### src/rtl/npu_pkg.sv
// Shared NPU datapath definitions: default widths, MAC FSM state encoding, u8 clamp.
// Latency: n/a (constants, types and a pure function only).
// Backpressure: n/a.
package npu_pkg;

    localparam int DEF_KERNEL_SIZE  = 3;
    localparam int DEF_WEIGHT_WIDTH = 8;
    localparam int DEF_PIXEL_WIDTH  = 8;
    localparam int DEF_ACC_WIDTH    = 20;
    localparam int DEF_NTAPS        = DEF_KERNEL_SIZE * DEF_KERNEL_SIZE;

    // IDLE: no weights held yet; ACC: consuming window pixels; OUT: result pending.
    typedef enum logic [1:0] {
        ST_IDLE = 2'd0,
        ST_ACC  = 2'd1,
        ST_OUT  = 2'd2
    } mac_state_t;

    // Clamp a signed value into 0..255.
    function automatic logic [7:0] sat_u8(input logic signed [63:0] v);
        if (v < 0)
            return 8'd0;
        else if (v > 64'sd255)
            return 8'hFF;
        else
            return v[7:0];
    endfunction

endpackage

### src/rtl/mac_requant.sv
// Requantizer: ReLU, arithmetic right shift, saturate to unsigned 8 bits.
// Latency: 0 cycles (purely combinational).
// Backpressure: none; output follows input.
// Ports: value (signed ACC_WIDTH accumulator sum) -> q (u8 activation).
module mac_requant
    import npu_pkg::*;
#(
    parameter int ACC_WIDTH = DEF_ACC_WIDTH,
    parameter int OUT_SHIFT = 0
) (
    input  logic signed [ACC_WIDTH-1:0] value,
    output logic        [7:0]           q
);

    logic signed [63:0] wide;
    logic signed [63:0] relu;
    logic signed [63:0] shifted;

    always_comb begin
        wide    = 64'(value);
        relu    = (wide < 0) ? 64'sd0 : wide;
        shifted = relu >>> OUT_SHIFT;
        q       = sat_u8(shifted);
    end

endmodule

### src/rtl/conv_mac_unit.sv
// Serial KxK convolution MAC: latch one weight set, then one signed dot product per KxK pixel window.
// Latency: result valid 1 cycle after the last pixel handshake; K*K+1 cycles per window.
// Backpressure: o_pix_ready drops while a result waits on i_ready; kernel accepted only at window start.
// Ports: i_clk/i_rst (sync, active-high); i_kernel_load/i_kernel/o_kernel_ready weight latch;
//        i_pix_valid/i_pix/o_pix_ready pixel stream; i_abort window drop;
//        o_valid/i_ready/o_result/o_result_q result channel.
module conv_mac_unit
    import npu_pkg::*;
#(
    parameter  int KERNEL_SIZE  = DEF_KERNEL_SIZE,
    parameter  int WEIGHT_WIDTH = DEF_WEIGHT_WIDTH,
    parameter  int PIXEL_WIDTH  = DEF_PIXEL_WIDTH,
    parameter  int ACC_WIDTH    = DEF_ACC_WIDTH,
    parameter  int OUT_SHIFT    = 0,
    localparam int NTAPS        = KERNEL_SIZE * KERNEL_SIZE
) (
    input  logic                          i_clk,
    input  logic                          i_rst,
    input  logic                          i_kernel_load,
    input  logic [NTAPS*WEIGHT_WIDTH-1:0] i_kernel,
    output logic                          o_kernel_ready,
    input  logic                          i_pix_valid,
    input  logic [PIXEL_WIDTH-1:0]        i_pix,
    output logic                          o_pix_ready,
    input  logic                          i_abort,
    output logic                          o_valid,
    input  logic                          i_ready,
    output logic signed [ACC_WIDTH-1:0]   o_result,
    output logic [7:0]                    o_result_q
);

    localparam int TAP_W  = (NTAPS > 1) ? $clog2(NTAPS) : 1;
    localparam int PROD_W = WEIGHT_WIDTH + PIXEL_WIDTH + 1;

    mac_state_t state_q, state_d;

    logic [TAP_W-1:0]               tap_q;
    logic signed [ACC_WIDTH-1:0]    acc_q;
    logic signed [WEIGHT_WIDTH-1:0] w_q [NTAPS];

    logic                           tap_last;
    logic                           kernel_take;
    logic                           pix_hs;
    logic                           out_hs;
    logic signed [PROD_W-1:0]       prod;
    logic signed [ACC_WIDTH-1:0]    sum_next;
    logic [7:0]                     q_next;

    assign tap_last    = (tap_q == TAP_W'(NTAPS - 1));
    assign kernel_take = i_kernel_load && o_kernel_ready;
    assign pix_hs      = i_pix_valid && o_pix_ready;
    assign out_hs      = o_valid && i_ready;

    // Pixel is zero-extended so it multiplies as a non-negative signed operand.
    assign prod     = PROD_W'(w_q[tap_q]) * PROD_W'($signed({1'b0, i_pix}));
    assign sum_next = acc_q + ACC_WIDTH'(prod);

    mac_requant #(
        .ACC_WIDTH (ACC_WIDTH),
        .OUT_SHIFT (OUT_SHIFT)
    ) u_requant (
        .value (sum_next),
        .q     (q_next)
    );

    always_comb begin
        state_d        = state_q;
        o_pix_ready    = 1'b0;
        o_kernel_ready = 1'b0;
        case (state_q)
            ST_IDLE: begin
                o_kernel_ready = 1'b1;
                if (i_kernel_load)
                    state_d = ST_ACC;
            end
            ST_ACC: begin
                o_pix_ready    = 1'b1;
                o_kernel_ready = (tap_q == '0);
                if (!i_abort && i_pix_valid && tap_last)
                    state_d = ST_OUT;
            end
            ST_OUT: begin
                if (i_abort || (o_valid && i_ready))
                    state_d = ST_ACC;
            end
            default: state_d = ST_IDLE;
        endcase
    end

    always_ff @(posedge i_clk) begin
        if (i_rst) begin
            state_q    <= ST_IDLE;
            tap_q      <= '0;
            acc_q      <= '0;
            o_valid    <= 1'b0;
            o_result   <= '0;
            o_result_q <= '0;
            for (int t = 0; t < NTAPS; t++)
                w_q[t] <= '0;
        end else begin
            state_q <= state_d;

            // A load coinciding with the tap-0 pixel takes effect from tap 1 on;
            // the tap-0 product above already used the old weight.
            if (kernel_take) begin
                for (int t = 0; t < NTAPS; t++)
                    w_q[t] <= i_kernel[t*WEIGHT_WIDTH +: WEIGHT_WIDTH];
            end

            case (state_q)
                ST_IDLE: begin
                    if (kernel_take) begin
                        tap_q <= '0;
                        acc_q <= '0;
                    end
                end
                ST_ACC: begin
                    if (i_abort) begin
                        tap_q   <= '0;
                        acc_q   <= '0;
                        o_valid <= 1'b0;
                    end else if (pix_hs) begin
                        if (tap_last) begin
                            o_result   <= sum_next;
                            o_result_q <= q_next;
                            o_valid    <= 1'b1;
                            tap_q      <= '0;
                            acc_q      <= '0;
                        end else begin
                            acc_q <= sum_next;
                            tap_q <= tap_q + 1'b1;
                        end
                    end
                end
                ST_OUT: begin
                    // Abort takes priority over a same-cycle result handshake.
                    if (i_abort) begin
                        tap_q   <= '0;
                        acc_q   <= '0;
                        o_valid <= 1'b0;
                    end else if (out_hs) begin
                        o_valid <= 1'b0;
                    end
                end
                default: ;
            endcase
        end
    end

endmodule

### config.mk
export PLATFORM = sky130hd
export DESIGN_NAME = conv_mac_unit
export DESIGN_NICKNAME = d
export VERILOG_FILES = /design/src/rtl/npu_pkg.sv /design/src/rtl/mac_requant.sv /design/src/rtl/conv_mac_unit.sv
export SDC_FILE = /design/constraint.sdc
export NUM_CORES = 1
export LEC_CHECK = 0
export CORE_AREA = 2 2 127 129
export DETAILED_ROUTE_END_ITERATION = 12
export DIE_AREA = 0 0 129 131
export PLACE_DENSITY = 0.92
export REMOVE_ABC_BUFFERS = 1
export SYNTH_ARGS = -nofsm -noshare
export SYNTH_HDL_FRONTEND = slang
export SYNTH_HIERARCHICAL = 1
export SYNTH_SLANG_ARGS = --single-unit
export TNS_END_PERCENT = 1
### constraint.sdc
create_clock -name i_clk -period 10.5 [get_ports i_clk]
set_input_delay 1.05 -clock i_clk [delete_from_list [all_inputs] [get_ports i_clk]]
set_output_delay 1.05 -clock i_clk [all_outputs]
set_load 0.01 [all_outputs]
# ---- Yosys cells after proc, flatten, opt, wreduce, memory -nomap -nowiden
# Memory sizes are Yosys's and may differ from the RTL's. A register that Yosys moved wholly into a read port is not among the register bits.
# Index checks and enable logic that the tools add are counted.
dict set report classes {
  addsub 2
  multipliers 1
  n_lt_le_gt_ge 3
  n_eq_ne 11
  mux 43
  bitwise_logic 10
  reduce_logical 15
}
# op count
set op_table {}
lappend op_table {{2-to-1 mux 20 bit} 5}
lappend op_table {{2-to-1 mux 8 bit} 11}
lappend op_table {{> comparator 64 x 9 -> 1 bit (second input constant)} 1}
lappend op_table {{less-than comparator 64 x 1 -> 1 bit (second input constant)} 1}
lappend op_table {{2-to-1 mux 64 bit} 1}
lappend op_table {{one-hot mux 20 bit (3 select lines)} 1}
lappend op_table {{2-to-1 mux 4 bit} 7}
lappend op_table {{adder 20 x 17 -> 20 bit} 1}
lappend op_table {{less-than comparator 20 x 1 -> 1 bit (second input constant)} 1}
lappend op_table {{multiplier 8 x 9 -> 17 bit} 1}
lappend op_table {{one-hot mux 4 bit (3 select lines)} 1}
lappend op_table {{AND reduction 4 bit} 3}
lappend op_table {{2-to-1 mux 1 bit} 11}
lappend op_table {{inequality test 2 bit (second input constant)} 5}
lappend op_table {{inequality test 3 bit (second input constant)} 3}
lappend op_table {{OR 1 bit} 9}
lappend op_table {{2-to-1 mux 2 bit} 3}
lappend op_table {{one-hot mux 2 bit (3 select lines)} 1}
lappend op_table {{logical AND 1 bit} 5}
lappend op_table {{adder 4 x 1 -> 4 bit (second input constant)} 1}
lappend op_table {{== test 4 bit (second input constant)} 1}
lappend op_table {{zero test 4 bit} 1}
lappend op_table {{one-hot mux 1 bit (2 select lines)} 2}
lappend op_table {{AND reduction 3 bit} 1}
lappend op_table {{other kinds (8)} 8}
dict set report totals {
  ff_bits 55
  ramBits 72
  out_inout_bits 31
  wordCells 92
  mem_count 1
}
# memory words word_bits rd rd_ports_with_merged_regs write_ports line
set memory_table {}
lappend memory_table {w_q 9 8 1 1 9 conv_mac_unit.sv:39} ;# logic signed [WEIGHT_WIDTH-1:0] w_q [NTAPS];

# ---- Logic depth before layout (Yosys ltp)
# Gate-level depths: netlist (run 1).
dict set report logic_depth {
  word_depth 8
  mapped_depth 27
  depth_no_buf 25
}

# ---- Hierarchy
# The synthesis (run 1) kept the hierarchy.
# module instances cells_each area_per_inst_um2 seq_area_each_um2
set modules_own_cells {}
lappend modules_own_cells {conv_mac_unit 1 805 8456.9 3343.2}
lappend modules_own_cells {mac_requant 1 20 142.6 0.0}

# ---- Worst setup path before layout (run 1)
# OpenSTA, ideal clock, no wires.
dict set report synth_path {
  path_type {flip-flop to flip-flop}
  startpoint {reg (tool-made name)}
  endpoint {reg o_result_q[0]}
  setup_time_ps 132
  arrival_ps 6875
  path_slack_ps 3492
  stages_incl_launch_ff 26
  n_path_buf 2
  synth_period_minus_slack_ps 7008
  cell_sequence {dfxtp_1 buf_6 buf_2 mux4_2 mux2i_1 nor2_1 a21oi_1 nor2b_1 fa_1 inv_1 fa_1 inv_1 fa_1 fa_1 fa_1 ha_1 o21a_1 o31a_1 o21a_1 a2111o_1 and2_1 xor2_1 nor3_1 a41oi_1 nand2_1 a21oi_1}
}
# element line
set synth_lines {}
lappend synth_lines {{end signal: assignment} conv_mac_unit.sv:125} ;# o_result_q <= q_next;
lappend synth_lines {{end: declaration} conv_mac_unit.sv:29} ;# output logic [7:0] o_result_q

==> results of run 1 <==
[power groups by stage]
stage / clock network [uW] / registers (uW) / logic, uW
after floorplan: 0 / 677 / 1090
after global placement: 0 / 684 / 1430
after detailed placement: 0 / 692 / 1490
after CTS: 587 / 684 / 1500
after global routing: 608 / 690 / 1680
final: 582 / 684 / 1530
[final timing paths]
check / from / end / cells after the start
setup / recovery: register / o_result_q[2] / 23
hold / removal: acc_q[2] / acc_q[2] / 2
setup reg to reg: register / o_result_q[2] / 23
hold reg to reg: acc_q[2] / acc_q[2] / 2
[cells in the final DEF (no fill, tap or decap), types with 4 or more instances in the layout]
cell type / Yosys / routed
clkdlybuf4s50_1: 0 / 115
inv_1: 85 / 85
nand2_1: 81 / 81
and2_1: 77 / 77
edfxtp_1: 72 / 72
ha_1: 65 / 65
dfxtp_1: 59 / 59
a21oi_1: 56 / 56
fa_1: 52 / 52
nor2b_1: 38 / 38
nor2_1: 37 / 36
clkbuf_16: 0 / 17
mux4_2: 16 / 16
nand3_1: 16 / 16
o21ai_0: 14 / 14
nand2b_1: 14 / 13
xnor2_1: 11 / 11
a41oi_1: 10 / 10
mux2i_1: 9 / 9
nand3b_1: 7 / 7
o21a_1: 6 / 6
or3_1: 6 / 6
a22oi_1: 6 / 6
o211ai_1: 5 / 5
buf_4: 0 / 5
a211oi_1: 4 / 4
nor3_1: 4 / 4
[metrics by stage]
step / power (uW) / util (%) / hold slack [ns]
final: 2790 / 67.4 / 0.453
after global routing: 2970 / 67.4 / 0.473
after CTS: 2770 / 67.4 / 0.454
after detailed placement: 2180 / 63.7 / 0.446
after global placement: 2120 / 63.7 / 0.440
after floorplan: 1760 / - / 0.426
[metal layers]
metal	global-route usage, %	up-vias	wire [um]
li1	-	3027	-
met1	31.7	3146	8220
met2	42.7	300	10300
met3	5.09	54	1370
met4	10.5	0	580
met5	0	-	0
[cells by family after synthesis]
group | after synthesis | share of synthesized area, %
simple gates | 299 | 18.6
compound gates | 118 | 8.51
mux | 27 | 5.67
xor+xnor | 14 | 1.43
fa+ha+maj | 117 | 21.6
flops | 131 | 38.9
buf+inv | 119 | 5.40
[sequential cells by signal, indices dropped and copies added (netlist names), named ones only]
register and flops:
acc_q 20, o_result_q 8, o_result 20, w_q 72, o_valid 1, tap_q 4, state_q 2
[area by class of cell]
| type | count | share of cell area (%) |
|---|---|---|
| clock inverter | 12 | 1.23 |
| inverter | 85 | 3.04 |
| multi-input combinational | 575 | 45.7 |
| clock buffer | 19 | 4.31 |
| timing repair buffer | 121 | 11.4 |
| sequential | 131 | 31.8 |
| tap | 216 | 2.57 |
[worst max-delay path: cells and delay by family (launching register included)]
family | cells | cell delay, ns
AO/OA/AOI/OAI | 7 | 1.90
XOR/XNOR | 1 | 0.15
adder cells (fa/ha/maj) | 6 | 2.93
buffers and inverters | 2 | 0.11
flip-flops | 1 | 1.02
multiplexers | 2 | 0.79
AND/OR/NAND/NOR | 5 | 1.29
==> flow_summary.toml, run 1 <==
[power]
p_int_uw = 1590
worst_ir_drop_vdd_mv = 0.157
clock_power_share_pct = 20.8
netSwitchingPower_uw = 1210
p_sw_share_pct = 43.1
p_seq_share_pct = 24.5
p_per_area_nw_per_um2 = 266
cellLeakagePower_uw = 0.00435
p_comb_share_pct = 54.7

[cells_and_area]
antenna_cells = 0
register_area_sq_um = 3340
final_nets = 1134
fin_cells = 1159
design_area_sq_um = 10500
num-fill-cells = 1061
multi_input_area_sq_um = 4800
area_delta_synth_final_pct = 22.2
drive_above_1_share_pct = 6.68

[route]
drtAntennaViolNets = 0
via_count = 6527
drt_iter0_drc = 537
viasPerCell = 5.63
dr.pass1.iters = 5
finalWirelength_mm = 20.5
route.detailed.wl_per_inst_um = 17.7
drc = 0

[status]
status = "complete, no violations"

[synthesis]
synth_cells = 825
synth_common_cells = "inv_1, nand2_1, and2_1, edfxtp_1, ha_1"
async_flop_share_pct = 0
synth.top_cell.area_share_pct = 25.1
synthDistinctLibCells = 55
synth_seq_cells = 131
yosysWarnings = 6
netlist_area_sq_um = 8600
synth_edf_count = 72
synth_area_per_cell_sq_um = 10.4
synth_seq_area_share_pct = 38.9
synthTopCellsByArea = "edfxtp_1, dfxtp_1, fa_1, ha_1, and2_1"
synth_top_area_cell = "edfxtp_1"
synth.most_common_cell = "inv_1"
synth_ff_type = "edfxtp_1"

[sta]
rsz0062_at_grt = "false"
hold_viol_final = 0
tightest_slew_ns = 1.07
finClkSkew_ns = 0.00842
period_needed_ns = 8.36
slew_headroom_pct = 28.7
setup_viol = 0
finalCritPeriodShare_pct = 79.6
slew_viol_final = 0
fin_tns_setup_ns = 0
fmax_mhz = 120
postLayoutSetupSlackWorst_ns = 2.14

[flow_run]
drv_cap = 0

[critical_path]
cp_common_cell = "fa_1"
reg2reg_slack_ns = 2.14
critPathKind = "register to register"
cp_data_required_time_ns = 10.78
end_kind = "register"
critPathArrivalTime_ns = 8.63
cp-start-kind = "register"
cp_slowest_cell = "dfxtp_1"
max_stage_delay_ns = 1.02
critPathMaxFanout = 15
worstPathCellList = "mux4_2 > mux2i_1 > nor2_1 > a21oi_1 > nor2b_1 > fa_1 > inv_1 > fa_1 > inv_1 > fa_1 > fa_1 > fa_1 > ha_1 > o21a_1 > o31a_1 > o21a_1 > a2111o_1 > and2_1 > xor2_1 > nor3_1 > a41oi_1 > nand2_1 > a21oi_1"

[cts]
numCtsBuffers = 17
ctsHoldBuffers = 0
ctsResizeCount = 0
cts_tree = "done"
clockBufferDepth = 2
htree_levels = 4
clock-sinks = 131
post_cts_buffers = 0
ctsRootBufferMaster = "clkbuf_16"
clkTransAtPathRegs_ns = 0.06
clock_latency_ns = 0.42

[die]
die_area_sq_um = 16900
io_pins = 117
die_height_um = 131
core_area_sq_um = 15600
chipWidth_um = 129
initial_core_util_pct = 55.1
rows = 46

[global_route]
grt_max_degree = 73
grt_pass1_wl_mm = 32.4
antenna_found_initial = 0
grt_pass1_vias = 6441
grt-ovfl-total = 0
globalRouteTotalUtil_pct = 25.1

[worst_hold_path]
hold_path_class = "register to register"

[placed_design]
port_buffers = 116
dp_cells = 1128
place_ws_ns = 2.25
routabilityCongestion = 0.903
placed_area_sq_um = 9930
dp_hpwl_mm = 14.7
No activity file was read; power rests on OpenSTA's default activity.
==> inputs of run 2 (changes only) <==
CORE_AREA = 2 2 133 135   (was 2 2 127 129)
DIE_AREA = 0 0 135 137   (was 0 0 129 131)
PLACE_DENSITY = 0.88   (was 0.92)
clock period = 7.6 ns   (was 10.5 ns; I/O delays follow)
==> flow_summary.toml, run 2 (same netlist as run 1, synthesis figures left out) <==
[status]
status = "complete, no violations"

[placed_design]
dp_hpwl_mm = 15.1
port_buffers = 116
placed_area_sq_um = 10000
routabilityCongestion = 0.955

[flow_run]
drv_cap = 0

[critical_path]
cp-start-kind = "register"
cp_slowest_cell = "fa_1"
critPathKind = "register to register"
end_kind = "register"
reg2reg_depth = 25
r2r-end = "o_result_q[5]"
max_stage_delay_ns = 0.57
critPathTopFamily = "adder cells"
cp_num_buf_inv = 4
critPathMaxFanout = 15
cp_common_cell = "fa_1"
reg2reg_slack_ns = 0.41
cp_data_required_time_ns = 7.88
critPathArrivalTime_ns = 7.47

[global_route]
grt_max_degree = 73
grt-ovfl-total = 0
grt_pass1_wl_mm = 34.3
globalRouteTotalUtil_pct = 24.2
grt_pass1_vias = 6795
antenna_found_initial = 0

[power]
p_per_area_nw_per_um2 = 384
cellLeakagePower_uw = 0.00442
worst_ir_drop_vdd_mv = 0.351
p_total_uw = 4100

[cells_and_area]
design_area_sq_um = 10700
antenna_cells = 0
multi_input_area_sq_um = 4800
largest_register_ff_count = 72
top_register = "w_q"
final_core_util_pct = 62.6
register_area_sq_um = 3340
num-fill-cells = 1296
layout_common_cells = "clkdlybuf4s50_1, inv_1, nand2_1"
final_nets = 1144
area_delta_synth_final_pct = 24.1
reg_top3 = "w_q x72, acc_q x20, o_result x20"
drive_above_1_share_pct = 7.76
final_common_cell = "clkdlybuf4s50_1"

[sta]
fin_tns_setup_ns = 0
tightest_slew_ns = 1.06
slew_viol_final = 0
fmax_mhz = 139
slew_headroom_pct = 29.3
finClkSkew_ns = 0.0111
rsz0062_at_grt = "false"
hold_ws_ns = 0.451
hold_viol_final = 0
finalCritPeriodShare_pct = 94.6
setup_viol = 0
period_needed_ns = 7.19

[route]
drtAntennaViolNets = 0
drt_iter0_drc = 526
finalWirelength_mm = 21.4
via_count = 6614
route.detailed.wl_per_inst_um = 18.1
dr.pass1.iters = 8
drc = 0
viasPerCell = 5.61

[worst_hold_path]
hold_path_class = "register to register"
hold_path_depth = 2
holdCritStartpoint = "o_result[1]"
min_to = "o_result[1]"

[die]
core_area_sq_um = 17100
die_area_sq_um = 18500
rows = 48
die_height_um = 137
initial_core_util_pct = 50.4
chipWidth_um = 135
io_pins = 117

[cts]
clockBufferDepth = 2
numCtsBuffers = 17
cts_tree = "done"
ctsRootBufferMaster = "clkbuf_16"
clkTransAtPathRegs_ns = 0.06
htree_levels = 4
ctsHoldBuffers = 0
clock_latency_ns = 0.43
clock-sinks = 131
==> run 2: metal layers <==
metal	global-route usage, %	routed length (um)	vias up
li1	-	-	3040
met1	30.7	8480	3169
met2	40.9	10500	345
met3	5.48	1690	60
met4	8.97	644	0
met5	0	0	-
==> run 2: where the power goes <==
part	switching (uW)	internal [uW]	total [uW]	leakage (uW)
Sequential	44.6	889	933	0.00126
Combinational	1400	850	2250	0.00284
Clock	326	587	913	0.000316
Total	1770	2330	4100	0.00442
==> run 2: repair_timing <==
action,in CTS,in global routing
buffers inserted,0,0
gates resized for setup,0,2
endpoints found under the setup margin,0,7
==> run 2: stage by stage <==
step	setup slack [ns]	std cells
after floorplan	0.415	791
after global placement	0.709	1147
after detailed placement	0.522	1147
after CTS	0.394	1179
after global routing	0.0697	1179
final	0.408	1179
==> run 2: how the worst max path moves through the flow <==
| stage | endpoint | slack [ns] | cells past startpoint |
|---|---|---|---|
| 2_1_floorplan | o_result_q[0] | 0.41 | 23 |
| 3_3_place_gp | o_result_q[2] | 0.71 | 22 |
| 3_5_place_dp | o_result_q[0] | 0.52 | 21 |
| 4_1_cts | o_result_q[5] | 0.39 | 24 |
| 5_1_grt | o_result_q[5] | 0.07 | 25 |
| 6_report | o_result_q[5] | 0.41 | 25 |
==> run 2: cell type report <==
class / count / share of cell area (%)
clock buffer: 18 / 4.02
inverter: 85 / 2.99
tap: 225 / 2.64
sequential: 131 / 31.3
clock inverter: 14 / 2.10
multi-input combinational: 575 / 45.0
timing repair buffer: 131 / 11.9
==> run 2: worst reg2reg max path, delay by kind of cell (launching register included) <==
kind | cells | cell delay, ns
xor+xnor | 1 | 0.14
flops | 1 | 0.30
mux | 2 | 0.75
fa+ha+maj | 6 | 2.84
buf+inv | 4 | 0.76
compound gates | 7 | 1.42
simple gates | 5 | 0.81
==> inputs of run 3 (changes only) <==
CORE_AREA = 2 2 132 134   (was 2 2 133 135)
CTS_BUF_LIST = sky130_fd_sc_hd__clkbuf_4   (was default)
DIE_AREA = 0 0 134 136   (was 0 0 135 137)
PLACE_DENSITY = 0.89   (was 0.88)
==> flow_summary.toml, run 3 (same netlist as run 1, synthesis figures left out) <==
[critical_path]
critPathKind = "register to register"
cp_slowest_cell = "dfxtp_1"
cp_data_required_time_ns = 8.01
worstPathCellList = "mux4_2 > mux2_4 > mux2i_4 > or2_2 > fa_1 > fa_1 > inv_1 > fa_1 > fa_1 > fa_1 > ha_1 > o21a_1 > o31a_1 > o21a_1 > a2111o_1 > and2_1 > xor2_1 > nor3_1 > buf_4 > a41oi_1 > nand2_1 > a21oi_1"
cp_common_cell = "fa_1"
cp-start-kind = "register"
cp_num_buf_inv = 2
critPathArrivalTime_ns = 7.58
critPathTopFamily = "adder cells"
end_kind = "register"
critPathMaxFanout = 15
max_stage_delay_ns = 0.78

[global_route]
antenna_found_initial = 0
globalRouteTotalUtil_pct = 22.5
grt_pass1_vias = 6388
grt_max_degree = 73
grt-ovfl-total = 0
grt_pass1_wl_mm = 31.7

[die]
die_area_sq_um = 18200
rows = 48
io_pins = 117
die_height_um = 136
chipWidth_um = 134
core_area_sq_um = 16900
initial_core_util_pct = 51.0

[power]
p_sw_share_pct = 46.5
p_comb_share_pct = 61.5
p_per_area_nw_per_um2 = 347
worst_ir_drop_vdd_mv = 0.293
clock_power_share_pct = 12.3
cellLeakagePower_uw = 0.00425
netSwitchingPower_uw = 1660
p_seq_share_pct = 26.2
p_int_uw = 1910

[placed_design]
port_buffers = 116
place_ws_ns = 0.573
dp_hpwl_mm = 15.2
routabilityCongestion = 0.989

[cells_and_area]
final_common_cell = "clkdlybuf4s50_1"
drive_above_1_share_pct = 7.93
num-fill-cells = 1289
top_register = "w_q"
largest_register_ff_count = 72
area_delta_synth_final_pct = 19.8
layout_common_cells = "clkdlybuf4s50_1, inv_1, nand2_1"
reg_top3 = "w_q x72, acc_q x20, o_result x20"
antenna_cells = 0
final_nets = 1148

[sta]
slew_viol_final = 0
hold_viol_final = 0
rsz0062_at_grt = "false"
fmax_mhz = 140
finClkSkew_ns = 0.0290
setup_viol = 0
tightest_slew_ns = 1.01
postLayoutSetupSlackWorst_ns = 0.432
finalCritPeriodShare_pct = 94.3
period_needed_ns = 7.17
slew_headroom_pct = 32.2
fin_tns_setup_ns = 0

[route]
route.detailed.wl_per_inst_um = 16.7
viasPerCell = 5.45
via_count = 6445
drc = 0
finalWirelength_mm = 19.7
drtAntennaViolNets = 0
dr.pass1.iters = 5
drt_iter0_drc = 504

[worst_hold_path]
hold_path_class = "register to register"

[cts]
clockBufferDepth = 2
clock-sinks = 131
clkTransAtPathRegs_ns = 0.13
clock_latency_ns = 0.56
ctsHoldBuffers = 0
numCtsBuffers = 17
ctsRootBufferMaster = "clkbuf_4"
cts_tree = "done"
htree_levels = 4
ctsResizeCount = 0
post_cts_buffers = 0

[flow_run]
drv_cap = 0

[status]
status = "complete, no violations"
==> run 3: final timing paths <==
check,start,endpoint,slack [ns],depth (start not counted)
worst min-delay path,o_result[15],o_result[15],0.46,2
worst max-delay path,register,o_result_q[2],0.43,22
worst min register to register,o_result[15],o_result[15],0.46,2
worst max register to register,register,o_result_q[2],0.43,22
==> run 3: routing by layer <==
metal	global-route usage, %	vias to the layer above	wire length [um]
li1	-	3048	-
met1	28.6	3045	7880
met2	38.0	300	9760
met3	4.62	52	1570
met4	8.57	0	501
met5	0	-	0
==> run 3: layout make-up <==
| class | instances | area, sq um | area share, % |
|---|---|---|---|
| Clock buffer | 19 | 143 | 1.39 |
| Clock inverter | 13 | 111 | 1.08 |
| Inverter | 85 | 319 | 3.10 |
| Multi-Input combinational cell | 575 | 4800 | 46.6 |
| Sequential cell | 131 | 3340 | 32.5 |
| Tap cell | 225 | 282 | 2.73 |
| Timing Repair Buffer | 135 | 1300 | 12.6 |
==> run 3: power groups by stage <==
stage	registers, uW	logic, uW	clock network, uW
3_5_place_dp	954	2130	0
3_3_place_gp	942	2080	0
5_1_grt	946	2390	473
2_1_floorplan	935	1500	0
6_report	936	2190	437
4_1_cts	937	2170	442
==> run 3: worst register-to-register path, cell delays in order (launching register included) <==
cell and delay, ns:
dfxtp_1 0.78, mux4_2 0.42, mux2_4 0.29, mux2i_4 0.33, or2_2 0.20, fa_1 0.41, fa_1 0.55, inv_1 0.06
fa_1 0.50, fa_1 0.59, fa_1 0.42, ha_1 0.35, o21a_1 0.20, o31a_1 0.15, o21a_1 0.29, a2111o_1 0.41
and2_1 0.19, xor2_1 0.14, nor3_1 0.25, buf_4 0.21, a41oi_1 0.12, nand2_1 0.09, a21oi_1 0.06
==> run 3: per-stage QoR <==
stage	hold slack (ns)	cells	util [%]	total power, uW	instance area, sq um
2_1_floorplan	0.426	791	-	2440	8450
3_3_place_gp	0.443	1151	59.5	3020	10000
3_5_place_dp	0.443	1151	59.5	3090	10000
4_1_cts	0.461	1183	61.0	3550	10300
5_1_grt	0.481	1183	61.0	3810	10300
6_report	0.462	1183	61.0	3570	10300
==> patch (config.mk and constraints of run 2) <==
The 3 states of `mac_state_t` get a one-hot encoding in 3 bits.
--- a/src/rtl/npu_pkg.sv
+++ b/src/rtl/npu_pkg.sv
@@ -12,6 +12,6 @@
     // IDLE: no weights held yet; ACC: consuming window pixels; OUT: result pending.
-    typedef enum logic [1:0] {
-        ST_IDLE = 2'd0,
-        ST_ACC  = 2'd1,
-        ST_OUT  = 2'd2
+    typedef enum logic [2:0] {
+        ST_IDLE = 3'b001,
+        ST_ACC  = 3'b010,
+        ST_OUT  = 3'b100
     } mac_state_t;
Behaviour: same outputs for any inputs over 10 cycles, from zero or initial values and one cycle with i_rst high; not proved beyond that.
==> patch against run 2 <==
  * Sequential cell count rose by 1
  * First-iteration DRC count fell by 12%
  * Wire length fell by 7.8%
  * Worst setup slack improved by 42 ps
  * Synthesized area fell by 0.17%
  * Final area fell by 0.72%
  * Highest routed layer unchanged
  * Hold slack improved by 2.7 ps
  * Largest cell class unchanged
Power is not compared: it rests on default switching activity, and its combinational part moved more than twofold at a synthesized area within 25%.
==> patch: results (changes against run 2) <==
- The internal power is 1550 uW.
- The static leakage power is 0.00437 uW.
- The post-CTS setup buffer count came to 0 (unchanged).
- The share of synthesized flip-flops with an asynchronous set or reset came to 0% (unchanged).
- The number of warnings printed during yosys synthesis is 6 (unchanged).
- The count of cell types in the netlist came to 61 (+11%).
- The clock-pin slew of the registers on the worst-case setup and hold paths came to 60 ps (about the same).
- The number of optimization iterations in the first detailed-route pass is 6 (-2).
- The via density per instance came to 5.47 (-2.5%).
- The deepest clock path buffer count is 2 (unchanged).
- In the final layout, the registers with the most flip-flops are w_q (72), acc_q (20), o_result (20).
- The largest driver fanout on the critical path was 10 (-5).
- The flow ran to the end, and the final reports show no timing, DRC or antenna violations.
- The initial antenna violation count was 0 (unchanged).
- The clock buffer count from CTS is 17 (unchanged).
- The sum of net half-perimeters after detailed placement is 14400 um (-4.6%).
- The max-slew headroom at the worst pin was 19.5% (-9.8 points).
- The setup skew after layout is 11.5 ps (+0.439 ps).
- The wire length of the first global-routing pass was 31900 um (-7.1%).
- The H-tree depth reported by CTS was 4 (unchanged).
- Across the VDD grid, the largest voltage drop is 0.236 mV.
- The DRC violation total after the first TritonRoute iteration is 463 (-12%).
- The number of global-route vias before repair is 6444 (-5.2%).
- Sorting the synthesized cells by how often they occur yields 81 x inv_1, 79 x and2_1, 72 x edfxtp_1, 72 x nand2_1, 62 x ha_1.
- The final net count is 1136 (-0.70%).
- The library cell used as clock root buffer is clkbuf_16.
- The share of the yosys chip area belonging to registers is 39.2% (+0.30 points).
- The fraction of layout cells with a size suffix above 1 was 7.90% (+0.15 points).
- The worst min-delay path class is register to register.
- The top flip-flop cell by instance count after synthesis is edfxtp_1.
- The global placer's final weighted congestion is 0.903 (-5.4%).
- The clock insertion delay at the later pin of the skew report was 430 ps (about the same).
- The count of buffers inserted at the top-level ports is 116 (unchanged).
- The antenna diode count is 0 (unchanged).
- The all-layer global routing usage is 22.4% (-1.8 points).
- The number of enable flip-flop cells after synthesis is 72 (unchanged).
- The largest net degree at the start of global routing was 73 (unchanged).
- In the post-synthesis netlist, the biggest area contributors are edfxtp_1 25%, dfxtp_1 14%, fa_1 12%, ha_1 9.0%, and2_1 5.8%.
- The final wirelength was 19700 um (-7.8%).
- The critical path arrival is 7440 ps (-30 ps).
[patch: critical path, cell delays in order, from the launching register on]
cell,delay [ps]
dfxtp_1,590
buf_4,290
mux4_2,330
mux2i_1,150
nor2_1,50
a21oi_1,140
buf_4,190
nand2b_1,150
fa_1,460
fa_1,560
inv_1,60
fa_1,530
fa_1,590
fa_1,430
ha_1,350
o21ai_0,120
o21ai_0,360
nand4_1,160
a211o_1,290
xor2_1,250
inv_1,120
nor4_4,440
a41oi_1,230
nand2_1,110
a21oi_1,70
[patch: layout make-up]
class	count	area (um2)
Fill cell	1317	6460
Multi-Input combinational cell	570	4790
Sequential cell	132	3360
Timing Repair Buffer	133	1280
Clock buffer	18	439
Inverter	82	308
Tap cell	225	282
Clock inverter	14	125
[patch: worst paths after layout]
path,slack [ps],endpoint,from,cells past startpoint
worst max-delay path,450,o_result_q[0],register,24
worst min-delay path,450,o_result[12],o_result[12],2
worst max register to register,450,o_result_q[0],register,24
worst min register to register,450,o_result[12],o_result[12],2
[patch: power groups by stage]
stage / clock, uW / combinational [uW] / sequential, uW
after global routing: 827 / 774 / 816
after floorplan: 0 / 473 / 821
after global placement: 0 / 672 / 824
after CTS: 802 / 698 / 813
final: 797 / 694 / 813
after detailed placement: 0 / 691 / 827
[patch: timing repair]
item | CTS | global route
setup endpoints to repair | 0 | 8
hold buffers | 0 | 0
resized for setup | 0 | 1
[patch: metal layers]
| layer | global-route usage, % | up-vias | share of wire, % |
|---|---|---|---|
| li1 | - | 3035 | - |
| met1 | 28.6 | 3105 | 42 |
| met2 | 38.4 | 254 | 51 |
| met3 | 5.30 | 26 | 6.1 |
| met4 | 6.08 | 0 | 1.7 |
| met5 | 0 | - | 0 |
[patch: logic make-up (layout without fill, tap and decap cells)]
family                   count (synthesis)  in the layout  share of synthesized area, %
XOR/XNOR                                16             16                          1.72
AO/OA/AOI/OAI                          118            118                          8.96
AND/OR/NAND/NOR                        296            296                          18.2
flip-flops                             132            132                          39.2
buffers and inverters                  116            247                          5.17
multiplexers                            26             26                          5.61
adder cells (fa/ha/maj)                114            114                          21.2
[patch: stage by stage]
stage | instances | util, % | area (um2) | worst slack (ps)
floorplan | 784 | - | 8450 | 574
global placement | 1142 | 58.8 | 10000 | 637
detailed placement | 1142 | 58.8 | 10000 | 324
CTS | 1174 | 62.1 | 10600 | 285
global route | 1174 | 62.1 | 10600 | 2.21
finish | 1174 | 62.1 | 10600 | 450
